## src/rtl/rv_pl_wrapper.sv

```systemverilog
// Five-stage in-order RV32I subset pipeline (rv_pl) and its memory-facing wrapper.
// Word-addressed instruction/data ports; data memory read is synchronous, result used in W.
package rv_pl_pkg;
    localparam logic [31:0] NOP_INSTR  = 32'h0000_0013;
    localparam logic [31:0] HALT_INSTR = 32'h0000_006F;

    typedef enum logic [2:0] {ALU_ADD, ALU_SUB, ALU_AND, ALU_OR, ALU_SLT} alu_op_e;

    typedef struct packed {
        logic [31:0] instr;
        logic [31:0] pc;
    } if_id_t;

    typedef struct packed {
        logic        reg_write;
        logic        mem_read;
        logic        mem_write;
        logic        branch;
        logic        jump;
        logic        halt;
        logic        alu_src;
        alu_op_e     alu_op;
        logic [4:0]  rs1;
        logic [4:0]  rs2;
        logic [4:0]  rd;
        logic [31:0] rs1_val;
        logic [31:0] rs2_val;
        logic [31:0] imm;
        logic [31:0] pc;
    } id_ex_t;

    typedef struct packed {
        logic        reg_write;
        logic        mem_read;
        logic        mem_write;
        logic [4:0]  rd;
        logic [31:0] result;
        logic [31:0] wdata;
    } ex_mem_t;

    typedef struct packed {
        logic        reg_write;
        logic        mem_read;
        logic [4:0]  rd;
        logic [31:0] result;
    } mem_wb_t;
endpackage

module rv_pl
    import rv_pl_pkg::*;
(
    input  logic        clk,
    input  logic        rst_n,
    input  logic [31:0] imem_dout,
    input  logic [31:0] dmem_dout,
    output logic [31:0] f_pc,
    output logic        d_mem_write_c,
    output logic        e_mem_write,
    output logic        e_flush_c,
    output logic [31:0] m_alu_result,
    output logic        m_mem_write,
    output logic [31:0] m_write_data,
    output logic        done
);
    logic [31:0] pc_q, pc_d;
    if_id_t      d_q, d_d;
    id_ex_t      e_q, e_d, dec;
    ex_mem_t     m_q, m_d;
    mem_wb_t     w_q, w_d;
    logic        done_q, done_d;
    logic [31:0] rf_q [32];

    logic [31:0] d_ins, w_value, fwd_a, fwd_b, alu_b, alu_y, target;
    logic        w_we, taken, stall;

    assign d_ins   = d_q.instr;
    assign w_we    = w_q.reg_write && (w_q.rd != 5'd0);
    assign w_value = w_q.mem_read ? dmem_dout : w_q.result;

    // Decode; register reads see a same-cycle W write
    always_comb begin
        dec         = '0;
        dec.rs1     = d_ins[19:15];
        dec.rs2     = d_ins[24:20];
        dec.rd      = d_ins[11:7];
        dec.pc      = d_q.pc;
        dec.imm     = {{20{d_ins[31]}}, d_ins[31:20]};
        dec.rs1_val = rf_q[dec.rs1];
        dec.rs2_val = rf_q[dec.rs2];
        if (dec.rs1 == 5'd0)                     dec.rs1_val = '0;
        else if (w_we && (w_q.rd == dec.rs1))    dec.rs1_val = w_value;
        if (dec.rs2 == 5'd0)                     dec.rs2_val = '0;
        else if (w_we && (w_q.rd == dec.rs2))    dec.rs2_val = w_value;
        case (d_ins[6:0])
            7'b0110011: begin
                dec.reg_write = 1'b1;
                case (d_ins[14:12])
                    3'b000:  dec.alu_op = d_ins[30] ? ALU_SUB : ALU_ADD;
                    3'b010:  dec.alu_op = ALU_SLT;
                    3'b110:  dec.alu_op = ALU_OR;
                    3'b111:  dec.alu_op = ALU_AND;
                    default: dec.reg_write = 1'b0;
                endcase
            end
            7'b0010011: begin
                dec.reg_write = 1'b1;
                dec.alu_src   = 1'b1;
                case (d_ins[14:12])
                    3'b000:  dec.alu_op = ALU_ADD;
                    3'b010:  dec.alu_op = ALU_SLT;
                    3'b110:  dec.alu_op = ALU_OR;
                    3'b111:  dec.alu_op = ALU_AND;
                    default: dec.reg_write = 1'b0;
                endcase
            end
            7'b0000011: if (d_ins[14:12] == 3'b010) begin
                dec.reg_write = 1'b1;
                dec.mem_read  = 1'b1;
                dec.alu_src   = 1'b1;
            end
            7'b0100011: if (d_ins[14:12] == 3'b010) begin
                dec.mem_write = 1'b1;
                dec.alu_src   = 1'b1;
                dec.imm       = {{20{d_ins[31]}}, d_ins[31:25], d_ins[11:7]};
            end
            7'b1100011: if (d_ins[14:12] == 3'b000) begin
                dec.branch = 1'b1;
                dec.imm    = {{19{d_ins[31]}}, d_ins[31], d_ins[7], d_ins[30:25], d_ins[11:8], 1'b0};
            end
            7'b1101111: begin
                dec.jump      = 1'b1;
                dec.reg_write = 1'b1;
                dec.halt      = (d_ins == HALT_INSTR);
                dec.imm       = {{11{d_ins[31]}}, d_ins[31], d_ins[19:12], d_ins[20], d_ins[30:21], 1'b0};
            end
            default: ;
        endcase
    end

    // Execute: M result beats W result beats the value read in D
    always_comb begin
        fwd_a = e_q.rs1_val;
        fwd_b = e_q.rs2_val;
        if (m_q.reg_write && (m_q.rd != 5'd0) && (m_q.rd == e_q.rs1)) fwd_a = m_q.result;
        else if (w_we && (w_q.rd == e_q.rs1))                          fwd_a = w_value;
        if (m_q.reg_write && (m_q.rd != 5'd0) && (m_q.rd == e_q.rs2)) fwd_b = m_q.result;
        else if (w_we && (w_q.rd == e_q.rs2))                          fwd_b = w_value;
        alu_b = e_q.alu_src ? e_q.imm : fwd_b;
        alu_y = fwd_a + alu_b;
        case (e_q.alu_op)
            ALU_SUB: alu_y = fwd_a - alu_b;
            ALU_AND: alu_y = fwd_a & alu_b;
            ALU_OR:  alu_y = fwd_a | alu_b;
            ALU_SLT: alu_y = {31'b0, ($signed(fwd_a) < $signed(alu_b))};
            default: alu_y = fwd_a + alu_b;
        endcase
        target = e_q.pc + e_q.imm;
        taken  = e_q.jump || (e_q.branch && (fwd_a == fwd_b));
        stall  = e_q.mem_read && (e_q.rd != 5'd0) && ((e_q.rd == dec.rs1) || (e_q.rd == dec.rs2));
    end

    // Pipeline advance; a taken branch overrides a load-use stall
    always_comb begin
        pc_d        = pc_q + 32'd4;
        d_d.instr   = imem_dout;
        d_d.pc      = pc_q;
        e_d         = dec;
        m_d.reg_write = e_q.reg_write;
        m_d.mem_read  = e_q.mem_read;
        m_d.mem_write = e_q.mem_write;
        m_d.rd        = e_q.rd;
        m_d.result    = e_q.jump ? (e_q.pc + 32'd4) : alu_y;
        m_d.wdata     = fwd_b;
        w_d.reg_write = m_q.reg_write;
        w_d.mem_read  = m_q.mem_read;
        w_d.rd        = m_q.rd;
        w_d.result    = m_q.result;
        done_d        = done_q | e_q.halt;
        if (taken) begin
            pc_d      = target;
            d_d.instr = NOP_INSTR;
            d_d.pc    = '0;
            e_d       = '0;
        end else if (stall) begin
            pc_d = pc_q;
            d_d  = d_q;
            e_d  = '0;
        end
    end

    always_ff @(posedge clk or posedge rst_n) begin
        if (rst_n) begin
            pc_q      <= '0;
            d_q.instr <= NOP_INSTR;
            d_q.pc    <= '0;
            e_q       <= '0;
            m_q       <= '0;
            w_q       <= '0;
            done_q    <= 1'b0;
        end else begin
            pc_q   <= pc_d;
            d_q    <= d_d;
            e_q    <= e_d;
            m_q    <= m_d;
            w_q    <= w_d;
            done_q <= done_d;
        end
    end

    always_ff @(posedge clk or posedge rst_n) begin
        if (rst_n) begin
            for (int i = 0; i < 32; i++) rf_q[i] <= '0;
        end else if (w_we) begin
            rf_q[w_q.rd] <= w_value;
        end
    end

    assign f_pc          = pc_q;
    assign d_mem_write_c = dec.mem_write;
    assign e_mem_write   = e_q.mem_write;
    assign e_flush_c     = taken;
    assign m_alu_result  = m_q.result;
    assign m_mem_write   = m_q.mem_write;
    assign m_write_data  = m_q.wdata;
    assign done          = done_q;
endmodule

module rv_pl_wrapper (
    input  logic        clk,
    input  logic        rst_n,
    output logic [31:0] imem_addr,
    input  logic [31:0] imem_dout,
    output logic [31:0] dmem_addr,
    output logic [3:0]  dmem_we,
    output logic [31:0] dmem_din,
    input  logic [31:0] dmem_dout,
    output logic        done_flag
);
    logic [31:0] f_pc, m_alu_result, m_write_data;
    logic        d_mem_write_c, e_mem_write, e_flush_c, m_mem_write;
    logic        unused_core;

    rv_pl rv_pl (
        .clk          (clk),
        .rst_n        (rst_n),
        .imem_dout    (imem_dout),
        .dmem_dout    (dmem_dout),
        .f_pc         (f_pc),
        .d_mem_write_c(d_mem_write_c),
        .e_mem_write  (e_mem_write),
        .e_flush_c    (e_flush_c),
        .m_alu_result (m_alu_result),
        .m_mem_write  (m_mem_write),
        .m_write_data (m_write_data),
        .done         (done_flag)
    );

    // Only a 14-bit byte range is decoded; the rest wraps
    assign imem_addr = {20'b0, f_pc[13:2]};
    assign dmem_addr = {20'b0, m_alu_result[13:2]};
    assign dmem_we   = m_mem_write ? 4'b1111 : 4'b0000;
    assign dmem_din  = m_write_data;

    assign unused_core = ^{f_pc[31:14], f_pc[1:0], m_alu_result[31:14], m_alu_result[1:0],
                           d_mem_write_c, e_mem_write, e_flush_c};
endmodule

```

## config.mk

```make
export PLATFORM = sky130hd
export DESIGN_NAME = rv_pl_wrapper
export DESIGN_NICKNAME = d
export VERILOG_FILES = /design/src/rtl/rv_pl_wrapper.sv
export SDC_FILE = /design/constraint.sdc
export NUM_CORES = 2
export LEC_CHECK = 0
export CORE_MARGIN = 5
export CORE_UTILIZATION = 57
export CTS_CLUSTER_DIAMETER = 150
export DETAILED_ROUTE_END_ITERATION = 10
export GPL_TIMING_DRIVEN = 1
export PLACE_DENSITY = 0.77
export SYNTH_ARGS = -nofsm -noshare
export SYNTH_HDL_FRONTEND = slang
export SYNTH_HIERARCHICAL = 1
export SYNTH_SLANG_ARGS = --single-unit
```

## constraint.sdc

```tcl
create_clock -name clk -period 45.7 [get_ports clk]
set_clock_uncertainty 0.2 [all_clocks]
set_input_delay 9.14 -clock clk [delete_from_list [all_inputs] [get_ports clk]]
set_output_delay 9.14 -clock clk [all_outputs]
set_load 0.02 [all_outputs]
```

== Yosys cells after proc, flatten, opt, wreduce, memory -nomap -nowiden ==
Cells that the tools add are included.
Storage, ports and cells
  flip-flop bits (word level): 1385
  logic and storage cells: 169
Cells by class
  add/subtract/negate cells: 5
  order comparisons: 5
  equality and inequality tests: 24
  multiplexer cells: 45
  bitwise logic cells: 6
  reductions and logical operators: 23
Operators with widths (number)
  bitwise mux 1024 bit: 1
  two-way mux 32 bit: 18
  binary-select mux 32 bit (select 5 bit): 2
  two-way mux 153 bit: 2
  demux 32 bit (select 5 bit): 1
  two-way mux 64 bit: 2
  one-hot mux 32 bit (4 select lines): 1
  adder 32 x 3 -> 32 bit (second input constant): 2
  adder 32 bit: 2
  one-hot mux 20 bit (3 select lines): 1
  == test 5 bit: 8
  AND 32 bit: 1
  == test 32 bit: 1
  == test 32 x 7 -> 1 bit (second input constant): 1
  less-than comparator 32 bit: 1
  bitwise OR 32 bit: 1
  subtractor 32 bit: 1
  >= comparator 6 bit (second input constant): 3
  inverter 5 -> 6 bit: 3
  nonzero test 5 bit: 3
  == test 7 x 6 -> 1 bit (second input constant): 2
  == test 7 bit (second input constant): 2
  logical AND 1 bit: 12
  two-way mux 12 bit: 1
  other kinds (22): 36

== Depth between registers and ports, before layout ==
  depth in word-level cells: 9
  mapped depth: 23
  mapped depth without buffers: 20

== By module ==
The synthesis kept the hierarchy.
Modules (own cells, without submodules)
  rv_pl: times used 1, cells each 7413, area an instance 75005.7 µm², seq. area each 34386.7 µm²
  rv_pl_wrapper: times used 1, cells each 45, area an instance 334.1 µm², seq. area each 0.0 µm²

== Worst setup path after synthesis ==
No wires, ideal clock.
  path type: input -> register
  from: input dmem_dout[0]
  to: register rv_pl.m_q (netlist bit rv_pl/m_alu_result[22])
  data arrival time: 13.407 ns
  path slack: 31.960 ns
  stages on the path: 18
  buffers on the path: 0
  cell sequence: mux2i_1 > nand3_1 > nand2_1 > o21ai_0 > mux2_2 > ha_1 > fa_1 > o21ba_2 > nor4_1 > a211o_1 > o311ai_0 > o211a_1 > a2111oi_0 > nor2b_1 > o31a_1 > a221o_1 > a221oi_1 > o21ai_1
RTL lines
  start: declaration: line 236  | input logic [31:0] dmem_dout,
  end signal: assignment: line 204  | m_q <= m_d;
  end: declaration: line 68  | ex_mem_t m_q, m_d;

==> results.json <==
{
  "setup_viol": 0,
  "grt_first_pass_wirelength_mm": 381.3,
  "cts.repair_timing.setup_buffer_count": 0,
  "p_leak_uw": 0.03299,
  "path_class": "primary input to register",
  "worst_setup_path_start_kind": "primary input",
  "end_kind": "register",
  "cts_sinks": 1374,
  "status": "finished clean",
  "place.gp.congestion": 1.006,
  "p_per_area_mw_per_mm2": 39.13,
  "post-route-period-util": 0.3319,
  "synth-warning-count": 6,
  "cts_hold_buffers": 0,
  "wire_per_inst_um": 28.41,
  "initial_core_util": 0.5727,
  "drt_pre_antenna_iters": 8,
  "die_h_um": 373.2,
  "antenna_found_initial": 9,
  "clock-root-buffer": "clkbuf_16",
  "maxSlewHeadroom": 0.1328,
  "layout.nets": 7317,
  "die_w_um": 373.2,
  "syn_to_final_growth_pct": 9.587,
  "avgSynthCellArea_um2": 10.11,
  "rrSetupSlack_ns": 38.13,
  "required_ns": 46.14,
  "row_count": 133,
  "routed_wl_mm": 255.7,
  "fill_cells": 10130,
  "core-area_mm2": 0.1313,
  "peakVddDrop_v": 0.00003891,
  "avgViaCountPerCell": 6.872,
  "min_path_type": "register to register",
  "hold_violations": 0,
  "tightestPinTransition_ns": 1.274,
  "rsz0062_at_grt": "no",
  "post-dp-hpwl_mm": 155.7,
  "ios": 167,
  "clock.fmax_ghz": 0.06594,
  "synthesis.instances": 7438,
  "slew_viol_final": 0,
  "period_minus_slack_ns": 15.17,
  "post_cts_resized": 0,
  "clockBufferDepth": 3,
  "vias": 61840,
  "synth_area_mm2": 0.07519,
  "setup-tns-final_ns": 0,
  "p_total_uw": 3224,
  "clkTransAtPathRegs_ns": 0.06,
  "grt_max_degree": 166,
  "drive_gt1_frac": 0.1417,
  "grt.total_usage": 0.3599,
  "cts_tree": "yes",
  "drcViolationCount": 0,
  "portBuffers": 126,
  "crit_fanout": 35,
  "arrival_ns": 15.60,
  "antenna_left": 0,
  "die-area_mm2": 0.1393,
  "numCtsBuffers": 147,
  "drtIter0Drc": 9284,
  "grt_overflow": 0,
  "cts-htree-levels": 4,
  "clkLatencyLatePin_ns": 0.80,
  "grt_pass1_vias": 60800,
  "maxCapViolCount": 0
}
==> cell usage in the layout, fill, tap and decap left out, types with 88 or more instances in the layout <==
| master | count |
|---|---|
| nand3_1 | 88 |
| a221oi_1 | 110 |
| nor2_1 | 709 |
| a21oi_1 | 725 |
| clkbuf_16 | 149 |
| mux2i_1 | 203 |
| o21ai_0 | 836 |
| clkdlybuf4s50_1 | 126 |
| buf_4 | 126 |
| dfrtp_1 | 1359 |
| nand2_1 | 912 |
| inv_1 | 111 |
| mux4_2 | 448 |
| ha_1 | 129 |
==> worst paths after layout <==
check	start	to	depth (start not counted)
min in group asynchronous	rst_n	rv_pl/rf_q[130]	2
max in group asynchronous	rst_n	rv_pl/rf_q[203]	6
worst max register to register	rv_pl/w_q[37]	rv_pl/m_alu_result[22]	16
worst min register to register	rv_pl/e_q[152]	rv_pl/m_q[71]	0
worst max-delay path	dmem_dout[0]	rv_pl/m_alu_result[22]	20
worst min-delay path	rv_pl/e_q[152]	rv_pl/m_q[71]	0
==> sequential cells by signal, summed over array words and instances (netlist names) <==
register            count
rv_pl/e_q             141
rv_pl/m_q               7
rv_pl/rf_q           1024
rv_pl/e_mem_write       1
rv_pl/m_write_data     32
rv_pl/f_pc             32
rv_pl/m_alu_result     32
rv_pl/d_ins            32
rv_pl/done              1
rv_pl/w_q              39
rv_pl/m_mem_write       1
rv_pl/d_q              32
==> per-stage QoR <==
| step | cells | setup WS [ns] | hold WS, ns | area, um2 | utilization |
|---|---|---|---|---|---|
| floorplan | 7477 | 17.35 | 0.1312 | 75340 | - |
| global placement | 8725 | 29.82 | 0.1347 | 77180 | 0.5878 |
| detailed placement | 8725 | 29.85 | 0.1428 | 77180 | 0.5878 |
| CTS | 8995 | 30.64 | 0.1497 | 82390 | 0.6275 |
| global route | 8995 | 30.26 | 0.1519 | 82390 | 0.6275 |
| finish | 8998 | 30.53 | 0.1478 | 82400 | 0.6276 |
==> layout make-up <==
| type | count | area [um2] | area share |
|---|---|---|---|
| clock inverters | 64 | 957.2 | 0.01162 |
| flip-flops and latches | 1374 | 34430 | 0.4178 |
| inverters | 113 | 427.9 | 0.005193 |
| repair buffers | 258 | 2327 | 0.02824 |
| diodes | 3 | 7.507 | 0.00009111 |
| well taps | 1755 | 2196 | 0.02665 |
| multi-input cells | 5225 | 37800 | 0.4588 |
| clock buffers | 206 | 4253 | 0.05161 |
==> where the power goes <==
part           switching (uW)  total (uW)  internal, uW
sequential               87.2        1380          1290
clock                     526        1280           758
combinational             363         563           200
==> critical path: stages <==
cell and delay, ns:
clkdlybuf4s50_1 0.53, mux2i_4 0.84, nand3_1 0.26, nand2_1 0.21, o21ai_0 0.11, mux2_2 0.33, ha_1 0.24, fa_1 0.48
o21ba_2 0.25, nor4_1 0.21, a211o_1 0.22, o311ai_0 0.19, buf_4 0.22, o211a_1 0.25, a2111oi_0 0.83, nor2b_1 0.25
o31a_1 0.32, a221o_1 0.30, a221oi_1 0.31, o21ai_1 0.09
==> routing by layer <==
layer	part of all wire	up-vias	wire length (um)	track usage
met5	0.00021	-	54	0
met4	0.069	8	17530	0.2104
met3	0.13	1059	33060	0.1087
met2	0.44	4243	111600	0.5336
met1	0.37	30620	93400	0.4731
li1	-	25900	-	-
No activity file was read; power rests on OpenSTA's default activity.
